[src/rtl/alu_pkg.sv]
// Shared types and constants for the 3-bit signed calculator execute stage.
package alu_pkg;

  localparam int OPND_W   = 3;
  localparam int RES_W    = 5;
  localparam int OPND_MIN = -4;
  localparam int OPND_MAX = 3;
  localparam int RES_MIN  = -16;
  localparam int RES_MAX  = 15;

  typedef enum logic [1:0] {
    OP_ADD = 2'b00,
    OP_SUB = 2'b01,
    OP_MUL = 2'b10,
    OP_REM = 2'b11
  } alu_op_e;

  typedef struct packed {
    logic sf;
    logic zf;
    logic dzf;
    logic ef;
    logic of;
  } alu_flags_t;

endpackage

[src/rtl/alu_if.sv]
// Operand/result bundle between the decoder front end, the ALU and the display stage.
interface alu_if;
  import alu_pkg::*;

  logic              in_valid;
  logic [OPND_W-1:0] A;
  logic [OPND_W-1:0] B;
  logic [1:0]        S;
  logic              out_valid;
  logic [RES_W-1:0]  R;
  logic              SF;
  logic              ZF;
  logic              DZF;
  logic              EF;
  logic              OF;

  modport master (
    output in_valid, A, B, S,
    input  out_valid, R, SF, ZF, DZF, EF, OF
  );

  modport slave (
    input  in_valid, A, B, S,
    output out_valid, R, SF, ZF, DZF, EF, OF
  );

endinterface

[src/rtl/alu_rem3.sv]
// Combinational signed truncating remainder of two 3-bit operands.
// The result takes the dividend's sign; a zero divisor yields 0 with dz_o set.
module alu_rem3
  import alu_pkg::*;
(
  input  logic signed [OPND_W-1:0] a_i,
  input  logic signed [OPND_W-1:0] b_i,
  output logic signed [OPND_W-1:0] rem_o,
  output logic                     dz_o
);

  // Remainder with zero-divisor guard so the modulo never sees B=0
  always_comb begin
    dz_o = (b_i == 3'sd0);
    if (dz_o) begin
      rem_o = 3'sd0;
    end else begin
      rem_o = a_i % b_i;
    end
  end

endmodule

[src/rtl/alu.sv]
// Registered 3-bit signed ALU (ADD/SUB/MUL/REM) with 5-bit result and status flags.
// Optional build macro ALU_STICKY_ERR_EN adds the err_sticky output.
module alu
  import alu_pkg::*;
(
  input  logic clk,
  input  logic rst,
  alu_if.slave bus
`ifdef ALU_STICKY_ERR_EN
  ,
  output logic err_sticky
`endif
);

  // One extra bit over the result width holds every true value (-12..16) exactly.
  localparam int TRUE_W = RES_W + 1;
  localparam logic signed [TRUE_W-1:0] OPND_MIN_T = TRUE_W'(OPND_MIN);
  localparam logic signed [TRUE_W-1:0] OPND_MAX_T = TRUE_W'(OPND_MAX);
  localparam logic signed [TRUE_W-1:0] RES_MIN_T  = TRUE_W'(RES_MIN);
  localparam logic signed [TRUE_W-1:0] RES_MAX_T  = TRUE_W'(RES_MAX);

  alu_op_e                    op_s;
  logic signed [TRUE_W-1:0]   a_ext_s;
  logic signed [TRUE_W-1:0]   b_ext_s;
  logic signed [TRUE_W-1:0]   true_s;
  logic signed [OPND_W-1:0]   rem_s;
  logic                       dz_s;
  logic                       dz_op_s;
  logic [RES_W-1:0]           res_s;
  alu_flags_t                 flags_s;

  logic                       out_valid_d, out_valid_q;
  logic [RES_W-1:0]           r_d, r_q;
  alu_flags_t                 flags_d, flags_q;

  alu_rem3 u_rem3 (
    .a_i   (bus.A),
    .b_i   (bus.B),
    .rem_o (rem_s),
    .dz_o  (dz_s)
  );

  // Exact arithmetic result in the widened domain
  always_comb begin
    a_ext_s = TRUE_W'($signed(bus.A));
    b_ext_s = TRUE_W'($signed(bus.B));
    op_s    = alu_op_e'(bus.S);
    true_s  = '0;
    dz_op_s = 1'b0;
    case (op_s)
      OP_ADD: true_s = a_ext_s + b_ext_s;
      OP_SUB: true_s = a_ext_s - b_ext_s;
      OP_MUL: true_s = a_ext_s * b_ext_s;
      OP_REM: begin
        true_s  = TRUE_W'(rem_s);
        dz_op_s = dz_s;
      end
      default: true_s = '0;
    endcase
  end

  // Result truncation and status flags; divide-by-zero overrides R, SF and OF
  always_comb begin
    res_s       = dz_op_s ? '0 : true_s[RES_W-1:0];
    flags_s.dzf = dz_op_s;
    flags_s.of  = !dz_op_s && ((true_s < OPND_MIN_T) || (true_s > OPND_MAX_T));
    flags_s.ef  = dz_op_s || (true_s < RES_MIN_T) || (true_s > RES_MAX_T);
    flags_s.zf  = (res_s == '0) && !flags_s.ef;
    flags_s.sf  = res_s[RES_W-1] && !dz_op_s;
  end

  // Next-state: load on in_valid, otherwise hold R/flags and drop out_valid
  always_comb begin
    out_valid_d = bus.in_valid;
    if (bus.in_valid) begin
      r_d     = res_s;
      flags_d = flags_s;
    end else begin
      r_d     = r_q;
      flags_d = flags_q;
    end
  end

  // Output register
  always_ff @(posedge clk) begin
    if (rst) begin
      out_valid_q <= 1'b0;
      r_q         <= '0;
      flags_q     <= '0;
    end else begin
      out_valid_q <= out_valid_d;
      r_q         <= r_d;
      flags_q     <= flags_d;
    end
  end

  assign bus.out_valid = out_valid_q;
  assign bus.R         = r_q;
  assign bus.SF        = flags_q.sf;
  assign bus.ZF        = flags_q.zf;
  assign bus.DZF       = flags_q.dzf;
  assign bus.EF        = flags_q.ef;
  assign bus.OF        = flags_q.of;

`ifdef ALU_STICKY_ERR_EN
  logic err_sticky_d, err_sticky_q;

  // Sticky error latches in the same edge that loads EF=1
  always_comb begin
    err_sticky_d = err_sticky_q | (bus.in_valid & flags_s.ef);
  end

  // Sticky error register, cleared only by reset
  always_ff @(posedge clk) begin
    if (rst) begin
      err_sticky_q <= 1'b0;
    end else begin
      err_sticky_q <= err_sticky_d;
    end
  end

  assign err_sticky = err_sticky_q;
`endif

endmodule

[src/flat_wrapper.sv]
// flat-port wrapper written by rule: the top's interface ports become plain ports
module alu_flat import alu_pkg::*;
  (clk, rst, bus_in_valid, bus_A, bus_B, bus_S, bus_out_valid, bus_R, bus_SF, bus_ZF, bus_DZF, bus_EF, bus_OF);
  alu_if bus_i ();
  input  logic clk;
  input  logic rst;
  input wire logic [$bits(bus_i.in_valid)-1:0] bus_in_valid;
  input wire logic [$bits(bus_i.A)-1:0] bus_A;
  input wire logic [$bits(bus_i.B)-1:0] bus_B;
  input wire logic [$bits(bus_i.S)-1:0] bus_S;
  output wire logic [$bits(bus_i.out_valid)-1:0] bus_out_valid;
  output wire logic [$bits(bus_i.R)-1:0] bus_R;
  output wire logic [$bits(bus_i.SF)-1:0] bus_SF;
  output wire logic [$bits(bus_i.ZF)-1:0] bus_ZF;
  output wire logic [$bits(bus_i.DZF)-1:0] bus_DZF;
  output wire logic [$bits(bus_i.EF)-1:0] bus_EF;
  output wire logic [$bits(bus_i.OF)-1:0] bus_OF;
  assign bus_i.in_valid = bus_in_valid;
  assign bus_i.A = bus_A;
  assign bus_i.B = bus_B;
  assign bus_i.S = bus_S;
  assign bus_out_valid = bus_i.out_valid;
  assign bus_R = bus_i.R;
  assign bus_SF = bus_i.SF;
  assign bus_ZF = bus_i.ZF;
  assign bus_DZF = bus_i.DZF;
  assign bus_EF = bus_i.EF;
  assign bus_OF = bus_i.OF;
  alu u_core (.clk(clk), .rst(rst), .bus(bus_i));
endmodule
[config.mk]
export PLATFORM = sky130hd
export DESIGN_NAME = alu_flat
export DESIGN_NICKNAME = d
export VERILOG_FILES = /design/src/rtl/alu_pkg.sv /design/src/rtl/alu_if.sv /design/src/rtl/alu_rem3.sv /design/src/rtl/alu.sv /design/src/flat_wrapper.sv
export SDC_FILE = /design/constraint.sdc
export NUM_CORES = 1
export LEC_CHECK = 0
export CORE_MARGIN = 2
export CORE_UTILIZATION = 54
export DETAILED_ROUTE_END_ITERATION = 8
export PLACE_DENSITY = 0.8
export SYNTH_ARGS = -nofsm -noshare
export SYNTH_HDL_FRONTEND = slang
export SYNTH_HIERARCHICAL = 1
export SYNTH_SLANG_ARGS = --single-unit
[constraint.sdc]
create_clock -name clk -period 6.5 [get_ports clk]
set_clock_uncertainty 0.1 [all_clocks]
set_input_delay 0.975 -clock clk [delete_from_list [all_inputs] [get_ports clk]]
set_output_delay 0.975 -clock clk [all_outputs]
set_load 0.01 [all_outputs]
Word level (Yosys, flattened, before mapping)
Index checks and enable logic that the tools add are counted.
{"block": "word_totals", "register_bits": 11, "inputBits": 11, "out_inout_bits": 11}
{"block": "classes", "reduce_logical": 11, "n_mul": 1, "n_addsub": 2, "mux": 4, "n_div": 1, "n_eq_ne": 3, "n_lt_le_gt_ge": 4}
{"operator": "one-hot mux 6 bit (4 select lines)", "n": 1}
{"operator": "> comparator 6 x 3 -> 1 bit, second input constant", "n": 1}
{"operator": "> comparator 6 x 5 -> 1 bit, second input constant", "n": 1}
{"operator": "less-than comparator 6 x 3 -> 1 bit, second input constant", "n": 1}
{"operator": "less-than comparator 6 x 5 -> 1 bit, second input constant", "n": 1}
{"operator": "multiplier 3 x 3 -> 6 bit", "n": 1}
{"operator": "zero test 5 bit", "n": 1}
{"operator": "2-to-1 mux 5 bit", "n": 1}
{"operator": "adder 3 x 3 -> 4 bit", "n": 1}
{"operator": "== test 2 bit, second input constant", "n": 2}
{"operator": "subtractor 3 x 3 -> 4 bit", "n": 1}
{"operator": "logical AND 1 bit", "n": 3}
{"operator": "zero test 3 bit", "n": 1}
{"operator": "logical OR 1 bit", "n": 3}
{"operator": "modulo 3 x 3 -> 3 bit", "n": 1}
{"operator": "2-to-1 mux 3 bit", "n": 1}
{"operator": "== test 2 x 1 -> 1 bit, second input constant", "n": 1}
{"operator": "zero test 1 bit", "n": 2}
{"operator": "zero test 2 bit", "n": 1}
{"operator": "2-to-1 mux 1 bit", "n": 1}

Logic depth before layout (Yosys ltp)
Gate-level depths: netlist of the first run.
{"block": "depth", "depth_word": 8, "depth_mapped": 23, "ltp_nobuf": 23}

Cells and area by module
The synthesis of the first run kept the hierarchy.
{"module": "alu", "cells_each": 126, "n_inst": 1, "area_each_um2": 1063.5}
{"module": "alu_rem3", "cells_each": 48, "n_inst": 1, "area_each_um2": 381.6}

Least setup slack after synthesis of the first run
No wires, ideal clock.
{"block": "synth_timing", "path_kind": "input to register", "start": "input port bus_B[0]", "end": "register u_core.flags_q (netlist bit u_core/bus.ZF)", "t_required_ns": 6.312, "stages": 19, "setup_slack_ns": 1.007, "t_arrival_ns": 5.305, "n_path_buf": 0, "cell_sequence": "inv_1 > ha_1 > and4bb_2 > a211oi_2 > ha_1 > nand2b_1 > o221ai_2 > mux2_2 > ha_1 > nand2_1 > o21ai_0 > mux2_4 > ha_1 > nor2_1 > a211oi_2 > mux4_2 > or4_1 > or3_1 > o32ai_2"}
{"block": "synth_between", "elab_chain_len": 8, "elab_cells_between_ends": 16, "classes_between": "add/sub: 2; mul: 1; div: 1; order compare: 2; mux: 4; reduce/logical: 6"}
{"element": "start: declaration", "line_no": "flat_wrapper.sv:9", "rtl": "input wire logic [$bits(bus_i.B)-1:0] bus_B;"}
{"element": "modulo 3 x 3 -> 3 bit or zero test 3 bit (tied branches)", "line_no": "alu_rem3.sv:18, alu_rem3.sv:14"}
{"element": "2-to-1 mux 3 bit (*)", "line_no": "alu_rem3.sv:15", "rtl": "if (dz_o) begin"}
{"element": "via u_core.rem_s[1]", "line_no": "alu.sv:26", "rtl": "logic signed [OPND_W-1:0] rem_s;"}
{"element": "one-hot mux 6 bit (4 select lines) (*)", "line_no": "alu.sv:50", "rtl": "case (op_s)"}
{"element": "less-than comparator 6 x 5 -> 1 bit", "line_no": "alu.sv:67", "rtl": "flags_s.ef = dz_op_s || (true_s < RES_MIN_T) || (true_s > RES_MAX_T);"}
{"element": "logical OR 1 bit (2 in a row)", "line_no": "alu.sv:67"}
{"element": "zero test 1 bit", "line_no": "alu.sv:68", "rtl": "flags_s.zf = (res_s == '0) && !flags_s.ef;"}
{"element": "logical AND 1 bit (*)", "line_no": "alu.sv:68"}
{"element": "end signal: assignment", "line_no": "alu.sv:93", "rtl": "flags_q <= flags_d;"}
{"element": "end: declaration", "line_no": "alu.sv:34", "rtl": "alu_flags_t flags_d, flags_q;"}
The timed path passes the listed nets; every way through them passes the cells marked *.
A chain may end at the register's enable or synchronous reset.

Final worst setup path of the first run
Ends and elaborated chain as after synthesis.

==> summary.log, run 1 <==
INFO  status         outcome=complete, no violations
INFO  worst_setup_path start_kind=input port
INFO  clock_tree     number_of_h_tree_branching_levels=1
INFO  sta            finalCriticalPeriod=6.05ns
INFO  clock_tree     cts_buffers=3
INFO  sta            setup-violations-final=0
INFO  finish         fin_area=0.00171sqmm
INFO  sta            maxClockFrequency=165MHz
INFO  floorplanning  die_width=55.7um
INFO  global_routing globalRoute.busiestLayer=met2
INFO  placement      number_of_port_buffers=21
INFO  global_routing globalRouteOverflowTotal=0
INFO  routing        wl_per_cell=13.5um
INFO  worst_setup_path r2r_setup_slack=5.32ns
INFO  synth          yosys.cell_types.count=46
INFO  worst_setup_path cpPeakStageDelay=0.51ns
INFO  clock_tree     clock-sinks=10
INFO  min_path       min_to=u_core/bus.R[3]$_SDFFE_PP0P_
INFO  floorplanning  fp.coreArea=0.00250sqmm
INFO  routing        remaining_number_of_nets_flagged_by_the_antenna_check_after_routing=0
INFO  clock_tree     clock_edge_transition_at_the_registers_on_the_reported_setup_and_hold_paths=0.07ns
INFO  synth          synthCells=174
INFO  clock_tree     ctsRootBufferMaster=clkbuf_4
INFO  floorplanning  number_of_top_level_pins=22
INFO  synth          synth_ff_type=dfxtp_1
INFO  synth          netlist_area=0.00145sqmm
INFO  global_routing grt_util_met3=0.0558
INFO  pwr            power.leakage=0.780nW
INFO  routing        first_iter_violations=39
INFO  worst_setup_path worstPathArrival=6.13ns
INFO  synth          synth_seq_cells=10
INFO  floorplanning  design.die.area=0.00311sqmm
INFO  synth          synth.yosys.warnings=6
INFO  global_routing grtUsageTotal=0.209
INFO  worst_setup_path worstPathMaxFanout=5
INFO  finish         n_fill_cell=229
INFO  worst_setup_path cp_most_frequent_cell=ha_1
INFO  finish         mostFrequentLayoutCells=26 x inv_1, 21 x clkdlybuf4s50_1, 20 x ha_1, 13 x nor2_1
INFO  worst_setup_path worstRegToRegCells=3
INFO  finish         area_delta_synth_final=18.6%
INFO  finish         utilization=0.686
INFO  global_routing groute.layer.met1.usage=0.267
INFO  floorplanning  initial_core_util=0.578
INFO  synth          synth_seq_area_share=0.139
INFO  placement      placed_area=0.00169sqmm
INFO  pwr            power.density=169mW/mm^2
INFO  routing        wl=3070um
INFO  sta            final.setup.tns=0ns
INFO  worst_setup_path crit_required=6.59ns
INFO  finish         post_route_cells_drive_above_1_share=0.107
INFO  global_routing grt_antenna_before_repair=0
INFO  synth          synth_edf_count=0
INFO  synth          yosys.area.top_type=ha_1
INFO  sta            final.hold.worst_slack=0.375ns
INFO  synth          syn_nets=212
INFO  synth          synth_top_area_share=0.173
INFO  synth          post_synth_arst_share=0
INFO  worst_setup_path path_cells=clkdlybuf4s50_1, inv_1, ha_1, and4bb_2, a211oi_2, ha_1, nand2b_1, o221ai_2, mux2_2, ha_1, nand2_1, o21ai_0, mux2_4, ha_1, nor2_1, a211oi_2, mux4_2, or4_1, or3_1, o32ai_2
INFO  sta            worst_margin_pin_slew=0.529ns
INFO  worst_setup_path startpoint=bus_B[0]
INFO  sta            finalHoldViolCount=0
INFO  global_routing grt_use_met2=0.369
INFO  clock_tree     clkLatencyLatePin=0.27ns
INFO  worst_setup_path r2r_end=u_core/bus.OF$_SDFFE_PP0P_
INFO  worst_setup_path worstReg2RegStart=u_core/bus.OF$_SDFFE_PP0P_
INFO  floorplanning  std_cell_rows=18
INFO  clock_tree     cts_setup_buffers=0
INFO  routing        drc_errors=0
INFO  clock_tree     cts.hold.buffers_added=0
INFO  placement      routabilityCongestion=0.810
INFO  worst_setup_path crit_slowest_cell=mux4_2
INFO  finish         diodes=0
INFO  worst_setup_path timing.setup.critical_path_class=in -> reg
INFO  pwr            worst_ir_drop_vdd=0.164mV
INFO  placement      dp.final_hpwl=2520um
INFO  clock_tree     cts.path.max_buffers=2
INFO  routing        route.detailed.vias_per_inst=5.44
INFO  clock_tree     cts_repair_resize_count=0
INFO  finish         layout.cells.most_common=inv_1
INFO  synth          synth_area_per_cell=8.31squm
INFO  global_routing vias_in_the_first_global_route=1,207
INFO  sta            post-route-period-util=0.930
INFO  worst_setup_path timing.critical_path.to_type=flip-flop
INFO  routing        drt_first_pass_iters=4
INFO  min_path       hp-class=reg -> reg
INFO  min_path       worst_hold_startpoint=u_core/bus.R[3]$_SDFFE_PP0P_
INFO  min_path       hold_depth=2
INFO  finish         finalNetCount=237
INFO  routing        routed-via-count=1,235
INFO  global_routing grt_start_max_net_pins=17
INFO  sta            rsz0062_at_grt=no
INFO  synth          ys_top_cells_by_area=ha_1 17%, dfxtp_1 14%, fa_1 9.7%, inv_1 6.8%, nor2b_1 4.8%
INFO  run            cap_viol_max_count=0
INFO  sta            timing.final.max_slew_violations=0
INFO  global_routing grt_first_pass_wirelength=5300um
INFO  floorplanning  floorplan_die_height=55.7um
INFO  sta            slew-limit-headroom=0.646
INFO  clock_tree     cts_tree=yes
==> metal layers <==
metal	part of all wire	up-vias
met5	0	-
met4	0	0
met3	0.033	0
met2	0.51	22
met1	0.45	573
li1	-	640
==> worst max-delay path: cells and delay by family <==
kind | cells | cell delay (ns)
and+or+nand+nor | 6 | 1.41
muxes | 3 | 1.25
adders and majority gates | 4 | 1.14
AOI/OAI and AO/OA | 5 | 0.83
buffers and inverters | 2 | 0.54
==> layout make-up <==
| class | count | area [sq um] | share of cell area |
|---|---|---|---|
| multi-input combinational | 133 | 1120 | 0.651 |
| inverter | 26 | 97.6 | 0.0569 |
| tap | 30 | 37.5 | 0.0219 |
| timing repair buffer | 25 | 240 | 0.140 |
| clock buffer | 3 | 22.5 | 0.0131 |
| sequential | 10 | 200 | 0.117 |
==> power by group <==
group | total [mW] | internal (mW) | switching (mW)
logic | 0.176 | 0.0881 | 0.0875
registers | 0.0697 | 0.0669 | 0.00275
clock network | 0.0436 | 0.0214 | 0.0222
total | 0.289 | 0.176 | 0.112
==> sequential cells by signal (all words and copies together) (netlist names) <==
register	cells
u_core/bus.R	4
u_core/bus.DZF	1
u_core/bus.EF	1
u_core/bus.OF	1
u_core/bus.SF	1
u_core/bus.ZF	1
u_core/bus.out_valid	1
==> kinds of logic after synthesis <==
kind of cell,synth area share
flip-flops,0.139
AO/OA/AOI/OAI,0.168
multiplexers,0.0727
XOR/XNOR,0.0398
AND/OR/NAND/NOR,0.222
adder cells (fa/ha/maj),0.270
buffers and inverters,0.0892
==> worst max path at each step <==
stage / to / cells after the start / slack, ns
global placement: u_core/bus.ZF$_SDFFE_PP0P_ / 19 / 0.35
global route: u_core/bus.ZF$_SDFFE_PP0P_ / 22 / 0.20
floorplan: u_core/bus.ZF$_SDFFE_PP0P_ / 19 / 1.01
finish: u_core/bus.ZF$_SDFFE_PP0P_ / 20 / 0.45
CTS: u_core/bus.ZF$_SDFFE_PP0P_ / 20 / 0.45
detailed placement: u_core/bus.ZF$_SDFFE_PP0P_ / 20 / 0.17
==> through the flow <==
step	instances	power (mW)	setup WS (ns)
floorplan	174	0.197	1.01
global placement	224	0.238	0.354
detailed placement	224	0.245	0.170
CTS	227	0.291	0.455
global route	227	0.313	0.202
finish	227	0.289	0.454
==> cell usage after synthesis, types with 2 or more instances <==
| cell type | number |
|---|---|
| inv_1 | 26 |
| mux2i_1 | 3 |
| a31oi_1 | 2 |
| clkbuf_1 | 2 |
| dfxtp_1 | 10 |
| nand2b_1 | 8 |
| o21ai_0 | 5 |
| mux2_2 | 2 |
| mux2_4 | 2 |
| xnor2_1 | 3 |
| nand2_1 | 11 |
| o21a_1 | 2 |
| nor2_1 | 13 |
| ha_1 | 20 |
| nor2b_1 | 11 |
| a211oi_2 | 2 |
| a21oi_1 | 11 |
| nor3_1 | 4 |
| and2_1 | 2 |
| nand3_1 | 3 |
| fa_1 | 7 |
No activity file was read; power rests on OpenSTA's default activity.
==> inputs of run 2 (changes only) <==
==> constraint.sdc (replaced) <==
create_clock -name clk -period 6.5 [get_ports clk]
set_clock_uncertainty 0.1 [all_clocks]
set_input_delay 1.3 -clock clk [delete_from_list [all_inputs] [get_ports clk]]
set_output_delay 1.3 -clock clk [all_outputs]
set_load 0.01 [all_outputs]
==> run 2 against run 1 <==
Clock-buffer cell count did not move. Die area unchanged. Clock power down 6.4%. Final cell count grew 0.88%. Combinational power is essentially flat. Critical path type unchanged. Critical endpoint unchanged. Largest cell class unchanged. Largest power group unchanged.
==> summary.log, run 2 (same netlist as run 1, synthesis figures left out) <==
INFO  status         outcome=complete, no violations
INFO  finish         utilization=0.692 [+0.00601]
INFO  placement      place_worst_setup_slack=0.0515ns [-0.119 ns]
INFO  sta            final.hold.worst_slack=0.382ns [+0.00703 ns]
INFO  pwr            power.density=167mW/mm^2 [-0.62%]
INFO  sta            final.setup.tns=0ns [unchanged]
INFO  routing        wl_per_cell=13.0um [-4.2%]
INFO  sta            finalHoldViolCount=0 [unchanged]
INFO  worst_setup_path start_kind=input port
INFO  sta            slew-limit-headroom=0.648 [+0.00163]
INFO  worst_setup_path worstRegToRegCells=3 [unchanged]
INFO  global_routing grt_util_met3=0.0535 [-0.00233]
INFO  worst_setup_path r2r_end=u_core/bus.OF$_SDFFE_PP0P_
INFO  pwr            power.leakage=0.789nW [+1.2%]
INFO  worst_setup_path r2r_setup_slack=5.25ns [-0.07 ns]
INFO  finish         largest_register_ffs=4 [unchanged]
INFO  finish         n_fill_cell=215 [-6.1%]
INFO  pwr            worst_ir_drop_vdd=0.196mV [+20%]
INFO  worst_setup_path timing.setup.critical_path_class=in -> reg
INFO  sta            finalCriticalPeriod=6.22ns [+0.170 ns]
INFO  finish         diodes=0 [unchanged]
INFO  routing        remaining_number_of_nets_flagged_by_the_antenna_check_after_routing=0 [unchanged]
INFO  floorplanning  fp.coreArea=0.00250sqmm [unchanged]
INFO  sta            post-route-period-util=0.956 [+0.0262]
INFO  sta            maxClockFrequency=161MHz [-2.7%]
INFO  global_routing globalRouteOverflowTotal=0 [unchanged]
INFO  clock_tree     cts_tree=yes
INFO  floorplanning  design.die.area=0.00311sqmm [unchanged]
INFO  clock_tree     cts_setup_buffers=0 [unchanged]
INFO  global_routing vias_in_the_first_global_route=1,235 [+2.3%]
INFO  clock_tree     clock-sinks=10 [unchanged]
INFO  placement      routabilityCongestion=0.819 [+1.1%]
INFO  worst_setup_path crit_required=6.58ns [about the same]
INFO  floorplanning  number_of_top_level_pins=22 [unchanged]
INFO  sta            timing.final.max_slew_violations=0 [unchanged]
INFO  floorplanning  floorplan_die_height=55.7um [unchanged]
INFO  global_routing grt_start_max_net_pins=17 [unchanged]
INFO  routing        first_iter_violations=27 [-31%]
INFO  routing        drc_errors=0 [unchanged]
INFO  worst_setup_path timing.critical_path.to_type=flip-flop
INFO  routing        wl=2970um [-3.3%]
INFO  finish         finalNetCount=239 [+0.84%]
INFO  min_path       hold_depth=2 [unchanged]
INFO  global_routing grtUsageTotal=0.207 [-0.00207]
INFO  floorplanning  die_width=55.7um [unchanged]
INFO  clock_tree     number_of_h_tree_branching_levels=1 [unchanged]
INFO  finish         area_delta_synth_final=19.7%
INFO  min_path       worst_hold_startpoint=u_core/bus.DZF$_SDFFE_PP0P_
INFO  min_path       hp-class=reg -> reg
INFO  finish         post_route_cells_drive_above_1_share=0.116 [+0.00898]
INFO  placement      dp.final_hpwl=2540um [+0.56%]
INFO  global_routing grt_first_pass_wirelength=5260um [-0.79%]
INFO  worst_setup_path worstPathMaxFanout=3 [-2]
INFO  clock_tree     cts_buffers=3 [unchanged]
INFO  clock_tree     clock_edge_transition_at_the_registers_on_the_reported_setup_and_hold_paths=0.06ns [about the same]
INFO  routing        routed-via-count=1,266 [+2.5%]
INFO  floorplanning  std_cell_rows=18 [unchanged]
INFO  clock_tree     ctsRootBufferMaster=clkbuf_4
INFO  global_routing globalRoute.busiestLayer=met2
INFO  placement      placed_area=0.00171sqmm [+0.89%]
INFO  finish         fin_area=0.00173sqmm [+0.88%]
INFO  sta            setup-violations-final=0 [unchanged]
INFO  placement      place_inst=226 [+0.89%]
INFO  finish         layoutNonFillerInstCount=229 [+0.88%]
INFO  placement      number_of_port_buffers=21 [unchanged]
INFO  run            cap_viol_max_count=0 [unchanged]
INFO  worst_setup_path worstReg2RegStart=u_core/bus.OF$_SDFFE_PP0P_
INFO  finish         mostFrequentLayoutCells=26 x inv_1, 21 x clkdlybuf4s50_1, 20 x ha_1, 13 x nor2_1
INFO  global_routing grt_use_met2=0.372 [+0.00340]
INFO  worst_setup_path worstPathArrival=6.29ns [+0.16 ns]
INFO  sta            worst_margin_pin_slew=0.527ns [-0.00244 ns]
INFO  min_path       min_to=u_core/bus.DZF$_SDFFE_PP0P_
INFO  sta            rsz0062_at_grt=no
INFO  clock_tree     cts.path.max_buffers=2 [unchanged]
INFO  global_routing groute.layer.met1.usage=0.257 [-0.00948]
INFO  global_routing grt_antenna_before_repair=0 [unchanged]
INFO  sta            layout_setup_ws=0.283ns [-0.170 ns]
INFO  pwr            finalPower=290uW [+0.25%]
INFO  routing        route.detailed.vias_per_inst=5.53 [+1.6%]
INFO  floorplanning  initial_core_util=0.578 [unchanged]
INFO  finish         layout.cells.most_common=inv_1
INFO  routing        drt_first_pass_iters=4 [unchanged]
INFO  clock_tree     clkLatencyLatePin=0.26ns [about the same]
## run 2: cell types whose count changed in the layout (fill, tap and decap cells not counted), sizes merged
cell	previous run	this run
buf	4	6
## run 2: power breakdown
part	internal (mW)	leakage (nW)	switching [mW]	total, mW
Sequential	0.0670	0.0822	0.00268	0.0696
Clock	0.0213	0.0138	0.0195	0.0408
Combinational	0.0918	0.693	0.0874	0.179
Total	0.180	0.789	0.110	0.290
## run 2: layout make-up
type / instances / area, sq um / area share
Multi-Input combinational cell: 133 / 1120 / 0.645
Timing Repair Buffer: 27 / 255 / 0.148
Sequential cell: 10 / 200 / 0.116
Inverter: 26 / 97.6 / 0.0564
Tap cell: 30 / 37.5 / 0.0217
Clock buffer: 3 / 22.5 / 0.0130
## run 2: what timing repair did
action	4_1_cts	5_1_grt
gates resized for setup	0	1
hold buffers	0	0
setup endpoints to repair	0	1
## run 2: worst max path at each step
stage               startpoint                         end  slack (ns)  depth (start not counted)
floorplan             bus_B[0]  u_core/bus.ZF$_SDFFE_PP0P_        0.68                         19
global placement      bus_B[1]  u_core/bus.ZF$_SDFFE_PP0P_        0.23                         21
detailed placement    bus_B[0]  u_core/bus.ZF$_SDFFE_PP0P_        0.05                         22
CTS                   bus_B[0]  u_core/bus.ZF$_SDFFE_PP0P_        0.31                         22
global route          bus_B[1]  u_core/bus.ZF$_SDFFE_PP0P_       0.009                         21
finish                bus_B[0]  u_core/bus.ZF$_SDFFE_PP0P_        0.28                         22
## run 2: routing by layer
layer	share of wire	vias up
met5	0	-
met4	0.0027	0
met3	0.024	2
met2	0.52	15
met1	0.45	600
li1	-	649
## run 2: critical path, cell delays in order
cell	delay (ns)
clkdlybuf4s50_1	0.48
inv_1	0.05
ha_1	0.29
and4bb_2	0.31
a211oi_2	0.05
ha_1	0.21
nand2b_1	0.17
o221ai_2	0.21
mux2_2	0.39
ha_1	0.33
nand2_1	0.07
o21ai_0	0.29
mux2_4	0.35
ha_1	0.21
inv_1	0.06
a21oi_1	0.05
mux2_2	0.30
nor2b_1	0.12
nor3_1	0.07
or3_2	0.51
or3_1	0.37
o32ai_2	0.09
==> inputs of run 3 (changes only) <==
--- a/config.mk
+++ b/config.mk
@@ -9,6 +9,7 @@
 export CORE_UTILIZATION = 54
 export DETAILED_ROUTE_END_ITERATION = 8
 export PLACE_DENSITY = 0.8
+export SLEW_MARGIN = 20
 export SYNTH_ARGS = -nofsm -noshare
 export SYNTH_HDL_FRONTEND = slang
 export SYNTH_HIERARCHICAL = 1
==> results of run 3 <==
The final DEF is identical to that of run 2; final timing and power are the same.
